<file path="config.mk">
export PLATFORM = sky130hd
export DESIGN_NAME = adc_udp_packetizer
export DESIGN_NICKNAME = d
export VERILOG_FILES = /design/src/rtl/adc_udp_packetizer.sv
export SDC_FILE = /design/constraint.sdc
export NUM_CORES = 1
export LEC_CHECK = 0
export CAP_MARGIN = 30
export CORE_ASPECT_RATIO = 0.7
export CORE_MARGIN = 5
export CORE_UTILIZATION = 55
export CTS_CLUSTER_DIAMETER = 120
export DETAILED_ROUTE_END_ITERATION = 10
export PLACE_DENSITY = 0.85
export SETUP_SLACK_MARGIN = 0.4
export SLEW_MARGIN = 30
export SYNTH_ARGS = -nofsm -noshare
export SYNTH_HDL_FRONTEND = slang
export SYNTH_SLANG_ARGS = --single-unit
</file>
<file path="constraint.sdc">
create_clock -name clk -period 3 [get_ports clk]
set_input_delay 0.3 -clock clk [delete_from_list [all_inputs] [get_ports clk]]
set_output_delay 0.3 -clock clk [all_outputs]
set_load 0.05 [all_outputs]
</file>
<file path="src/rtl/adc_udp_packetizer.sv">
// Purpose: frames ADC samples from a show-ahead tx FIFO into UDP payloads: magic, seq, then N samples.
// Latency: tx_start one cycle after the launch decision; tx_data valid the cycle after each tx_data_req.
// Backpressure: UDP core paces payload via tx_data_req; FIFO popped only on granted, non-empty requests.
//
// Ports:
//   clk, reset_n       single clock, asynchronous active-low reset
//   eth_busy           upstream job active; its rising edge starts a new job (clears seq/pkt_cnt/underflow)
//   eth_done_pulse     upstream job finished; remaining FIFO words are flushed as a short packet
//   fifo_dout/empty/rdusedw, fifo_rden   show-ahead FIFO read side
//   tx_start, tx_len, tx_data_req, tx_data, tx_done   UDP core handshake
//   pkt_cnt, underflow status: packets sent in this job, sticky empty-read error
module adc_udp_packetizer #(
  parameter int unsigned PKT_WORDS = 512,
  parameter logic [15:0] HDR_MAGIC = 16'hA55A
) (
  input  logic        clk,
  input  logic        reset_n,
  input  logic        eth_busy,
  input  logic        eth_done_pulse,
  input  logic [15:0] fifo_dout,
  input  logic        fifo_empty,
  input  logic [11:0] fifo_rdusedw,
  output logic        fifo_rden,
  output logic        tx_start,
  output logic [15:0] tx_len,
  input  logic        tx_data_req,
  output logic [15:0] tx_data,
  input  logic        tx_done,
  output logic [15:0] pkt_cnt,
  output logic        underflow
);

  localparam logic [11:0] LP_PKT_WORDS = 12'(PKT_WORDS);

  typedef enum logic [2:0] {
    S_IDLE, S_START, S_HDR0, S_HDR1, S_PAYLOAD, S_WAIT_DONE
  } state_t;

  state_t      r_state;
  state_t      w_state_nxt;
  logic        r_busy_d;
  logic        r_flush_pending;
  logic        r_clr_pending;
  logic [15:0] r_seq;
  logic [15:0] r_pkt_cnt;
  logic        r_underflow;
  logic [15:0] r_tx_len;
  logic [15:0] r_tx_data;
  logic [11:0] r_words_left;

  logic        w_busy_rise;
  logic        w_launch_full;
  logic        w_launch_flush;
  logic        w_launch;
  logic [11:0] w_launch_words;
  logic [15:0] w_tx_len;
  logic        w_last_word;

  assign w_busy_rise    = eth_busy && !r_busy_d;
  assign w_launch_full  = (fifo_rdusedw >= LP_PKT_WORDS);
  assign w_launch_flush = r_flush_pending && !fifo_empty;
  assign w_launch       = w_launch_full || w_launch_flush;
  // A flush packet takes whatever is buffered, capped at a full packet.
  assign w_launch_words = (fifo_rdusedw < LP_PKT_WORDS) ? fifo_rdusedw : LP_PKT_WORDS;
  // Payload bytes include the two header words.
  assign w_tx_len       = ({4'b0, w_launch_words} + 16'd2) << 1;
  // "<= 1" also terminates a degenerate zero-length flush instead of wrapping.
  assign w_last_word    = (r_words_left <= 12'd1);

  assign tx_len    = r_tx_len;
  assign tx_data   = r_tx_data;
  assign pkt_cnt   = r_pkt_cnt;
  assign underflow = r_underflow;

  // State register
  always_ff @(posedge clk or negedge reset_n) begin
    if (!reset_n) r_state <= S_IDLE;
    else          r_state <= w_state_nxt;
  end

  // Next-state logic
  always_comb begin
    w_state_nxt = r_state;
    case (r_state)
      S_IDLE:      if (w_launch)    w_state_nxt = S_START;
      S_START:                      w_state_nxt = S_HDR0;
      S_HDR0:      if (tx_data_req) w_state_nxt = S_HDR1;
      S_HDR1:      if (tx_data_req) w_state_nxt = S_PAYLOAD;
      S_PAYLOAD:   if (tx_data_req && w_last_word) w_state_nxt = S_WAIT_DONE;
      S_WAIT_DONE: if (tx_done)     w_state_nxt = S_IDLE;
      default:                      w_state_nxt = S_IDLE;
    endcase
  end

  // Outputs decoded from state; the FIFO is never popped when it has nothing to give.
  always_comb begin
    tx_start  = 1'b0;
    fifo_rden = 1'b0;
    case (r_state)
      S_START:   tx_start  = 1'b1;
      S_PAYLOAD: fifo_rden = tx_data_req && !fifo_empty;
      default: ;
    endcase
  end

  // Datapath and bookkeeping
  always_ff @(posedge clk or negedge reset_n) begin
    if (!reset_n) begin
      r_busy_d        <= 1'b0;
      r_flush_pending <= 1'b0;
      r_clr_pending   <= 1'b0;
      r_seq           <= 16'd0;
      r_pkt_cnt       <= 16'd0;
      r_underflow     <= 1'b0;
      r_tx_len        <= 16'd0;
      r_tx_data       <= 16'd0;
      r_words_left    <= 12'd0;
    end else begin
      r_busy_d <= eth_busy;

      // A new done pulse always wins over the idle/empty clear.
      if (eth_done_pulse)                        r_flush_pending <= 1'b1;
      else if (r_state == S_IDLE && fifo_empty)  r_flush_pending <= 1'b0;

      case (r_state)
        S_IDLE: begin
          if (w_launch) begin
            r_words_left <= w_launch_full ? LP_PKT_WORDS : w_launch_words;
            r_tx_len     <= w_launch_full ? ({4'b0, LP_PKT_WORDS} + 16'd2) << 1 : w_tx_len;
          end
        end
        S_HDR0: if (tx_data_req) r_tx_data <= HDR_MAGIC;
        S_HDR1: if (tx_data_req) r_tx_data <= r_seq;
        S_PAYLOAD: begin
          if (tx_data_req) begin
            // Starved reads still consume a slot so the packet length stays as announced.
            r_tx_data    <= fifo_empty ? 16'd0 : fifo_dout;
            r_words_left <= r_words_left - 12'd1;
            if (fifo_empty) r_underflow <= 1'b1;
          end
        end
        S_WAIT_DONE: begin
          if (tx_done) begin
            r_seq     <= r_seq + 16'd1;
            r_pkt_cnt <= r_pkt_cnt + 16'd1;
          end
        end
        default: ;
      endcase

      // Job restart only takes effect between packets so a packet in flight keeps its numbering.
      if (w_busy_rise && r_state != S_IDLE) r_clr_pending <= 1'b1;
      if (r_state == S_IDLE && (w_busy_rise || r_clr_pending)) begin
        r_seq         <= 16'd0;
        r_pkt_cnt     <= 16'd0;
        r_underflow   <= 1'b0;
        r_clr_pending <= 1'b0;
      end
    end
  end

endmodule

</file>
After elaboration in Yosys (flattened, before gate mapping). Cells that the tools add are included. W data, S select, Z words.

Equality and inequality tests: 11. Muxes and demuxes: 33. Order comparisons: 3. Add/subtract/negate cells: 4. Reductions and logical operators: 28.

Operators by type and width (number): $mux W16 (10); $mux W12 (4); $pmux W16 S3 (1); $add A16 B1 Y16 const B (2); $pmux W12 S2 (1); $pmux W3 S6 (1); $reduce_bool A2 Y1 (8); $mux W3 (5); $mux W14 (1); $add A12 B2 Y13 const B (1); $ge A12 B10 Y1 const B (1); $le A12 B1 Y1 const B (1); $lt A12 B10 Y1 const B (1); $ne A2 B2 Y1 const B (6); $sub A12 B1 Y12 const B (1); $mux W1 (10); $logic_and A1 B1 Y1 (7); $eq A3 B2 Y1 const B (2); $eq A3 B3 Y1 const B (2); $reduce_and A3 Y1 (2); $reduce_bool A3 Y1 (2); $reduce_and A5 Y1 (1); $reduce_and A2 Y1 (2); $reduce_and A4 Y1 (1); 4 further kinds (6).

Logic and storage cells: 89. Flip-flop bits (word level): 83. Output and inout bits: 51. Input bits: 35.

Longest topological paths before layout. Gate-level depths: netlist of run 1.

Depth after elaboration: 6. Depth in mapped cells: 7. Gate-level depth less buffers: 7.

Least setup slack after synthesis of run 1. No wires, ideal clock.

Path kind: register -> output. Start: reg r_state[1]. End: out fifo_rden. Buffers on the path: 2. Cell stages (with the launch flop): 7. Arrival: 1.841 ns. Slack: 0.859 ns. Path through: dfrtp_1 -> buf_4 -> nor2_1 -> nand2_1 -> nor2_1 -> clkbuf_1 -> and2_1.

Cells in the longest elaborated chain, start to end: 2.

Ends and longest elaborated chain: start: declaration (RTL line 39) `state_t r_state;`; start signal: assignment (RTL line 78) `else r_state <= w_state_nxt;`; $eq A3 B3 Y1 (RTL line 99) `case (r_state)`; $mux W1 (RTL line 99); end: declaration (RTL line 23) `output logic fifo_rden,`.

No other way between the ends.

Worst setup path in the final report of run 1.
Start: reg r_state[0]. End: out fifo_rden.

The elaborated chain is that of the path after synthesis.

==> qor.txt, run 1 <==
status - completed
Sequential Power Share - 35.0%
total power - 4480 uW
pwr/cell area - 873 nW/um^2
H-tree levels - 3
Post-Synth Adder-Cell Area - 1.56%
Nets - 558
Finished Layout Cells - 621
Initial Utilization - 55.7%
endpoint class of the critical path - output pin
required time worst endpoint - 2.70 ns
Inst Count DP - 604
global-route wire length before repair - 16700 um
Die Wd - 112 um
Area Growth Syn to Fin - 27.7%
average size of a mapped cell - 9.16 um^2
Crit path top cell by count - nor2_1
clock skew - 0.0103 ns
CP cell instances - nor2_1 > nand2_2 > nor2_1 > buf_4 > and2_1 > buf_12
cell count after synthesis - 439
largest net degree at the start of global routing - 81
die height - 81.6 um
core area - 7220 um^2
WP buf/inv - 2
Yosys top cell area share - 49.8%
asr flop ratio synth - 100%
Yosys reg bits - 80
input/output buffers - 82
routed via count - 3525
Post-CTS Setup Bufs - 0
leakage power - 0.00216 uW
CP Max Fanout - 17
kind of critical path - reg -> out
worst path arrival time - 2.11 ns
IO Pins - 86
top_reg_cell synth - dfrtp_1
R2R Path Start - r_words_left[0]
initial drt markers - 281
All-Layer GR Usage - 22.8%
library cells used by synthesis - 48
CP Depth - 6
Root Buffer - clkbuf_8
DR DRC count - 0
final setup violation count - 0
initial antenna violation count - 0
mapped cell area - 4020 um^2
Pins Over Slew Limit - 0
Post-Synth XOR/XNOR Area - 7.19%
Worst-Margin Slew - 0.742 ns
vias in the first global route - 3300
CTS tree - built
wire length per cell - 16.1 um
Rows - 26
Die ar. - 9150 um^2
top-count cell post-synth - dfrtp_1
Max stage delay on crit path - 0.51 ns
Max-slew headroom - 50.4%
Max Freq - 415 MHz
Warnings, synthesis - 0
largest family of logic cells by synthesized area - simple AND/OR/NAND/NOR gates
Switching Share - 45.9%
most area-consuming cells after synthesis - dfrtp_1 (50%), nor2_1 (7.1%), xor2_1 (5.0%), nand2_1 (4.9%), o21ai_0 (3.1%)
r2r setup slk - 0.90 ns
area leader, netlist - dfrtp_1
RSZ-0062 raised after global routing - no
worst min path class - in -> reg
Worst VDD drop - 0.000565 V
fin crit share - 80.3%
Seq/Total Area, Yosys - 49.8%
P_sw - 2060 uW
setup tns final - 0 ns
Synth top cells by count - dfrtp_1 (80), nor2_1 (76), nand2_1 (52), o21ai_0 (25), xor2_1 (23)
total gr overflow - 0
Worst R2R End - r_words_left[10]
routed vias/inst - 5.68
combinational cell fraction of total power - 47.0%
CP startpoint - r_state[0]
Final Hold Vio Count - 0
Synth Area in Compound Gates - 15.5%
r2r worst-path depth - 7
proportion of synthesized area in mux cells - 0%
simple-gate share of the synthesized area - 22.6%
dpl hpwl - 7260 um
Setup WS pre-CTS - 0.488 ns
Antenna Cells - 0
post-layout util - 71.1%
CTS buffer count - 9
Skew-Pair Late Insertion Delay - 0.35 ns
Internal Power - 2430 uW
EDFF count, synth - 0
fraction of layout cells with a size suffix above 1 - 5.93%
final WL - 10000 um
clock tree buffer depth - 2
Reg clk slew, reported paths - 0.08 ns
antenna-violating nets left - 0
family with the most delay on the worst path - simple AND/OR/NAND/NOR gates
slack of the critical path - 0.590 ns
Clock power frac - 18.1%
clock sink count - 80
Tmin final - 2.41 ns
crit path to - fifo_rden
Max-Cap Viols - 0
Worst Hold Launch - eth_busy
drt pass-1 iters - 5
startpoint types - flop
CP max stage cell - dfrtp_1
Placer Congestion - 0.914
## state kept, by name, indices dropped and copies added, names as in the netlist
signal and flops:
r_clr_pending 1, r_seq 16, pkt_cnt 16, r_busy_d 1, r_flush_pending 1, underflow 1
r_words_left 12, r_state 3, tx_len 13, tx_data 16
## placed cells by master, fill, tap and decap left out, types with 8 or more instances in the layout
cell type and instances:
a21oi_1 16, a221oi_1 8, a31oi_1 11, and2_1 9, and3_1 8, clkbuf_8 9
clkdlybuf4s50_1 80, dfrtp_1 80, nand2_1 51, nand3_1 14, nand4_1 8, nor2_1 76
o21ai_0 25, xnor2_1 10, xor2_1 23
## power groups by stage
stage | Combinational, uW | Sequential (uW) | Clock, uW
2_1_floorplan | 961 | 2050 | 0
3_3_place_gp | 2060 | 1560 | 0
6_report | 2110 | 1570 | 810
3_5_place_dp | 2100 | 1580 | 0
5_1_grt | 2260 | 1610 | 870
4_1_cts | 2110 | 1560 | 829
## cell type report
cell class,instances,area (um^2)
multi-input cells,331,1900
fillers,571,2080
clock buffers,9,124
flip-flops and latches,80,2000
inverters,7,26.3
repair buffers,89,887
clock inverters,7,80.1
well taps,98,123
## worst min-delay path by stage
stage                     cells after the start         endpoint
after floorplan                               0       pkt_cnt[0]
after global placement                        1  r_flush_pending
after detailed placement                      1  r_words_left[8]
after CTS                                     1         r_busy_d
after global routing                          1         r_busy_d
final                                         1         r_busy_d
## cell families after synthesis
| kind of cell | count (synthesis) |
|---|---|
| buf+inv | 30 |
| fa+ha+maj | 5 |
| xor+xnor | 33 |
| simple gates | 197 |
| flops | 80 |
| compound gates | 93 |
| other cells | 1 |
## stage by stage
step	hold WS, ns	area (um^2)
6_report	0.435	5140
4_1_cts	0.417	5130
3_3_place_gp	0.455	4920
5_1_grt	0.424	5140
3_5_place_dp	0.388	4920
2_1_floorplan	0.00441	4030
## metal layers
metal  part of all wire [%]  up-vias  global-route usage [%]
met3                    8.4        6                    6.19
met1                     47     1687                    33.5
met5                      0        -                       0
met4                   0.75        0                    6.96
met2                     44      135                    33.4
li1                       -     1697                       -
## timing repair
item | 4_1_cts | 5_1_grt
gates resized for setup | 0 | 1
setup endpoints to repair | 0 | 1
hold buffers | 1 | 0
endpoints found under the hold margin | 2 | 0
(Power assumes the default switching activity.)
==> run 2: changes to the inputs <==
Settings changed: CORE_UTILIZATION 55 to 51, PLACE_DENSITY 0.85 to 0.8.
Clock period 3 ns to 2.5 ns, I/O delays scaled along.
==> qor.txt, run 2 (synthesized netlist as in run 1, its figures left out) <==
r2r setup slk - 0.53 ns
Rows - 27
Inst Count DP - 613
final setup violation count - 0
Die Wd - 116 um
wire length per cell - 16.6 um
clock skew - 0.00483 ns
Reg clk slew, reported paths - 0.06 ns
Skew-Pair Late Insertion Delay - 0.34 ns
Worst Hold Launch - eth_busy
post-layout util - 68.8%
Worst VDD drop - 0.000663 V
Worst R2R End - r_seq[15]
total gr overflow - 0
CP Max Fanout - 14
fraction of layout cells with a size suffix above 1 - 6.81%
Hold Crit Depth - 1
most frequent cells in the layout - dfrtp_1 (80), clkdlybuf4s50_1 (79), nor2_1 (76)
Max-slew headroom - 60.7%
Placer Congestion - 0.940
hold_ws - 0.408 ns
Die ar. - 9790 um^2
required time worst endpoint - 2.25 ns
vias in the first global route - 3418
routed via count - 3588
pwr/cell area - 1130 nW/um^2
die height - 84.3 um
clock tree buffer depth - 2
drt pass-1 iters - 5
global-route wire length before repair - 17700 um
fin crit share - 78.9%
input/output buffers - 82
largest net degree at the start of global routing - 43
routed vias/inst - 5.70
initial drt markers - 287
clock sink count - 80
Area Growth Syn to Fin - 32.9%
Tmin final - 1.97 ns
Max Freq - 507 MHz
RSZ-0062 raised after global routing - no
startpoint types - flop
leakage power - 0.00228 uW
All-Layer GR Usage - 22.9%
WHS Endpoint - r_busy_d
CTS buffer count - 9
worst min path class - in -> reg
H-tree levels - 3
Final Hold Vio Count - 0
Initial Utilization - 51.8%
Antenna Cells - 0
DR DRC count - 0
initial antenna violation count - 0
worst path arrival time - 1.72 ns
Worst-Margin Slew - 0.585 ns
setup tns final - 0 ns
CTS tree - built
final WL - 10500 um
IO Pins - 86
r2r worst-path depth - 5
dpl hpwl - 7450 um
Root Buffer - clkbuf_16
Max-Cap Viols - 0
antenna-violating nets left - 0
R2R Path Start - r_state[2]
core area - 7770 um^2
Post-CTS Setup Bufs - 0
status - completed
Pins Over Slew Limit - 0
kind of critical path - reg -> out
Nets - 564
Finished Layout Cells - 630
most common cell after layout, fill and taps aside - dfrtp_1
endpoint class of the critical path - output pin
[run 2: worst max path at each step]
stage	startpoint	end	slack [ns]	cells past startpoint
global route	r_state[0]	r_seq[14]	0.41	5
CTS	r_state[0]	tx_start	0.51	2
floorplan	r_state[1]	fifo_rden	0.41	6
detailed placement	fifo_rdusedw[11]	tx_len[8]	0.35	8
global placement	fifo_rdusedw[11]	r_words_left[8]	0.43	7
finish	r_state[0]	fifo_rden	0.53	5
[run 2: timing repair]
action / CTS / global route
endpoints found under the hold margin: 41 / 0
hold buffers: 1 / 0
resized for setup: 1 / 1
endpoints found under the setup margin: 1 / 1
[run 2: metrics by stage]
stage	instance area, um^2	setup slack [ns]	power (uW)
detailed placement	4980	0.350	4500
global placement	4980	0.433	4440
finish	5350	0.527	6040
CTS	5340	0.513	6050
global route	5350	0.411	6400
floorplan	4030	0.409	3620
[run 2: layout make-up]
| class | instances | area, um^2 |
|---|---|---|
| clock inverter | 5 | 103 |
| sequential | 80 | 2000 |
| fill | 617 | 2420 |
| multi-input combinational | 331 | 1890 |
| tap | 101 | 126 |
| timing repair buffer | 95 | 943 |
| inverter | 7 | 26.3 |
| clock buffer | 11 | 253 |
[run 2: power by group]
part           total [uW]  switching (uW)  internal, uW  leakage [uW]
registers            1890             272          1610       0.00104
clock network        1540             514          1030      0.000172
logic                2610            1720           888       0.00106
[run 2: per-layer routing]
| metal | GRT usage, % | wire, um | vias up |
|---|---|---|---|
| met2 | 31.0 | 4490 | 149 |
| met4 | 6.95 | 129 | 0 |
| met1 | 36.3 | 5080 | 1721 |
| met5 | 0 | 0 | - |
| li1 | - | - | 1704 |
| met3 | 4.90 | 784 | 14 |
[run 2: worst max-delay path, stage by stage (launching register included)]
cell     delay [ns]
dfrtp_1        0.52
nor2_1         0.25
nand2_1        0.11
nor2_1         0.13
and2_1         0.22
buf_12         0.16
==> run 3: changes to the inputs <==
Settings changed: CORE_UTILIZATION 51 to 46, PLACE_DENSITY 0.8 to 0.76.
Clock period 2.5 ns to 1.6 ns, I/O delays scaled along.
==> qor.txt, run 3 (synthesized netlist as in run 1, its figures left out) <==
status - finished with violations
failing checks - negative setup slack
clock sink count - 80
startpoint types - flop
kind of critical path - reg -> reg
CP cell instances - or3_4 > a21oi_4 > o211ai_2 > or4_1 > a21oi_2
RSZ-0062 raised after global routing - yes
IO Pins - 86
CTS buffer count - 9
leakage power - 0.00311 uW
Max-slew headroom - 66.7%
final WL - 17800 um
endpoint class of the critical path - flop
Max-Cap Viols - 0
pwr/cell area - 1840 nW/um^2
family with the most delay on the worst path - simple AND/OR/NAND/NOR gates
Worst-Margin Slew - 0.499 ns
vias in the first global route - 4411
largest net degree at the start of global routing - 81
setup tns final - -12.83 ns
Reg clk slew, reported paths - 0.07 ns
Inst Count DP - 697
Antenna Cells - 0
Reg area - 2010 um^2
Skew-Pair Late Insertion Delay - 0.35 ns
dpl hpwl - 8570 um
All-Layer GR Usage - 28.1%
DR DRC count - 0
Pins Over Slew Limit - 0
r2r setup slk - -0.34 ns
most common cell after layout, fill and taps aside - buf_4
clock tree buffer depth - 2
Area after DPL - 5480 um^2
input/output buffers - 82
fraction of layout cells with a size suffix above 1 - 50.4%
Placer Congestion - 0.920
Finished Layout Cells - 761
CTS tree - built
CP Max Fanout - 3
Die ar. - 10700 um^2
Final Cell Area - 7110 um^2
Rows - 28
fin crit share - 121%
Die Wd - 122 um
Root Buffer - clkbuf_16
Area Growth Syn to Fin - 76.8%
worst min path class - in -> reg
Initial Utilization - 47.4%
final setup violation count - 79
initial antenna violation count - 0
Fillers - 395
antenna-violating nets left - 0
CP max stage cell - or4_1
total gr overflow - 0
area of the multi-input gates - 2600 um^2
slack of the critical path - -0.336 ns
required time worst endpoint - 1.87 ns
core area - 8480 um^2
Final Hold Vio Count - 0
routed vias/inst - 6.10
routed via count - 4640
Worst VDD drop - 0.00139 V
worst path arrival time - 2.20 ns
Max stage delay on crit path - 0.47 ns
initial drt markers - 560
drt pass-1 iters - 5
Tmin final - 1.94 ns
Nets - 676
WP buf/inv - 0
H-tree levels - 3
clock skew - 0.0117 ns
die height - 88.2 um
global-route wire length before repair - 23200 um
Max Freq - 516 MHz
most frequent cells in the layout - buf_4 (112), dfrtp_1 (72), nor2_1 (48)
wire length per cell - 23.4 um
## run 3: cell types whose count changed in the layout (fill, tap and decap cells not counted), moves of 14 or more
| cell | delta |
|---|---|
| nor2_4 | +14 |
| o21ai_0 | -21 |
| clkdlybuf4s50_1 | -46 |
| nor2_2 | +14 |
| nand2_1 | -16 |
| buf_6 | +43 |
| buf_4 | +101 |
| nor2_1 | -28 |
## run 3: stage by stage
stage / power (uW) / util, % / worst slack (ns) / hold WS (ns)
global route: 13500 / 83.9 / -0.369 / 0.358
floorplan: 5800 / - / -0.215 / -0.136
global placement: 7620 / 64.6 / -0.349 / 0.222
finish: 13100 / 83.9 / -0.336 / 0.364
detailed placement: 7770 / 64.6 / -0.377 / 0.223
CTS: 11600 / 77.5 / -0.193 / 0.280
## run 3: worst paths after layout
check,startpoint,endpoint,cells after the start
max,r_state[2],r_seq[15],5
min,eth_busy,r_busy_d,1
max reg2reg,r_state[2],r_seq[15],5
min reg2reg,tx_len[2],tx_len[2],2
max in group asynchronous,reset_n,pkt_cnt[4],3
min in group asynchronous,reset_n,r_words_left[7],3
## run 3: timing repair
item,4_1_cts,5_1_grt
setup buffers,26,16
hold buffers,1,0
endpoints found under the hold margin,80,0
pin swaps,48,36
resized for setup,147,88
gates cloned,4,1
setup endpoints to repair,81,84
## run 3: area by class of cell
type / count / area share (%)
timing repair buffer: 207 / 28.1
tap: 120 / 2.11
inverter: 7 / 0.369
multi-input combinational: 331 / 36.6
clock inverter: 5 / 1.13
sequential: 80 / 28.3
clock buffer: 11 / 3.41
## run 3: power breakdown
| part | internal, uW | switching [uW] | leakage (uW) |
|---|---|---|---|
| clock network | 1410 | 880 | 0.000152 |
| registers | 2530 | 515 | 0.00103 |
| logic | 3440 | 4320 | 0.00193 |
## run 3: per-layer routing
metal	vias to the layer above	track usage [%]	share of wire, %
li1	1926	-	-
met4	0	14.1	5.7
met3	107	8.31	9.4
met2	368	44.7	46
met5	-	0	0
met1	2239	35.3	39
## run 3: worst reg2reg max path: stages, from the launching register on
cell and delay [ns]:
dfrtp_1 0.43, or3_4 0.44, a21oi_4 0.21, o211ai_2 0.14
or4_1 0.47, a21oi_2 0.16
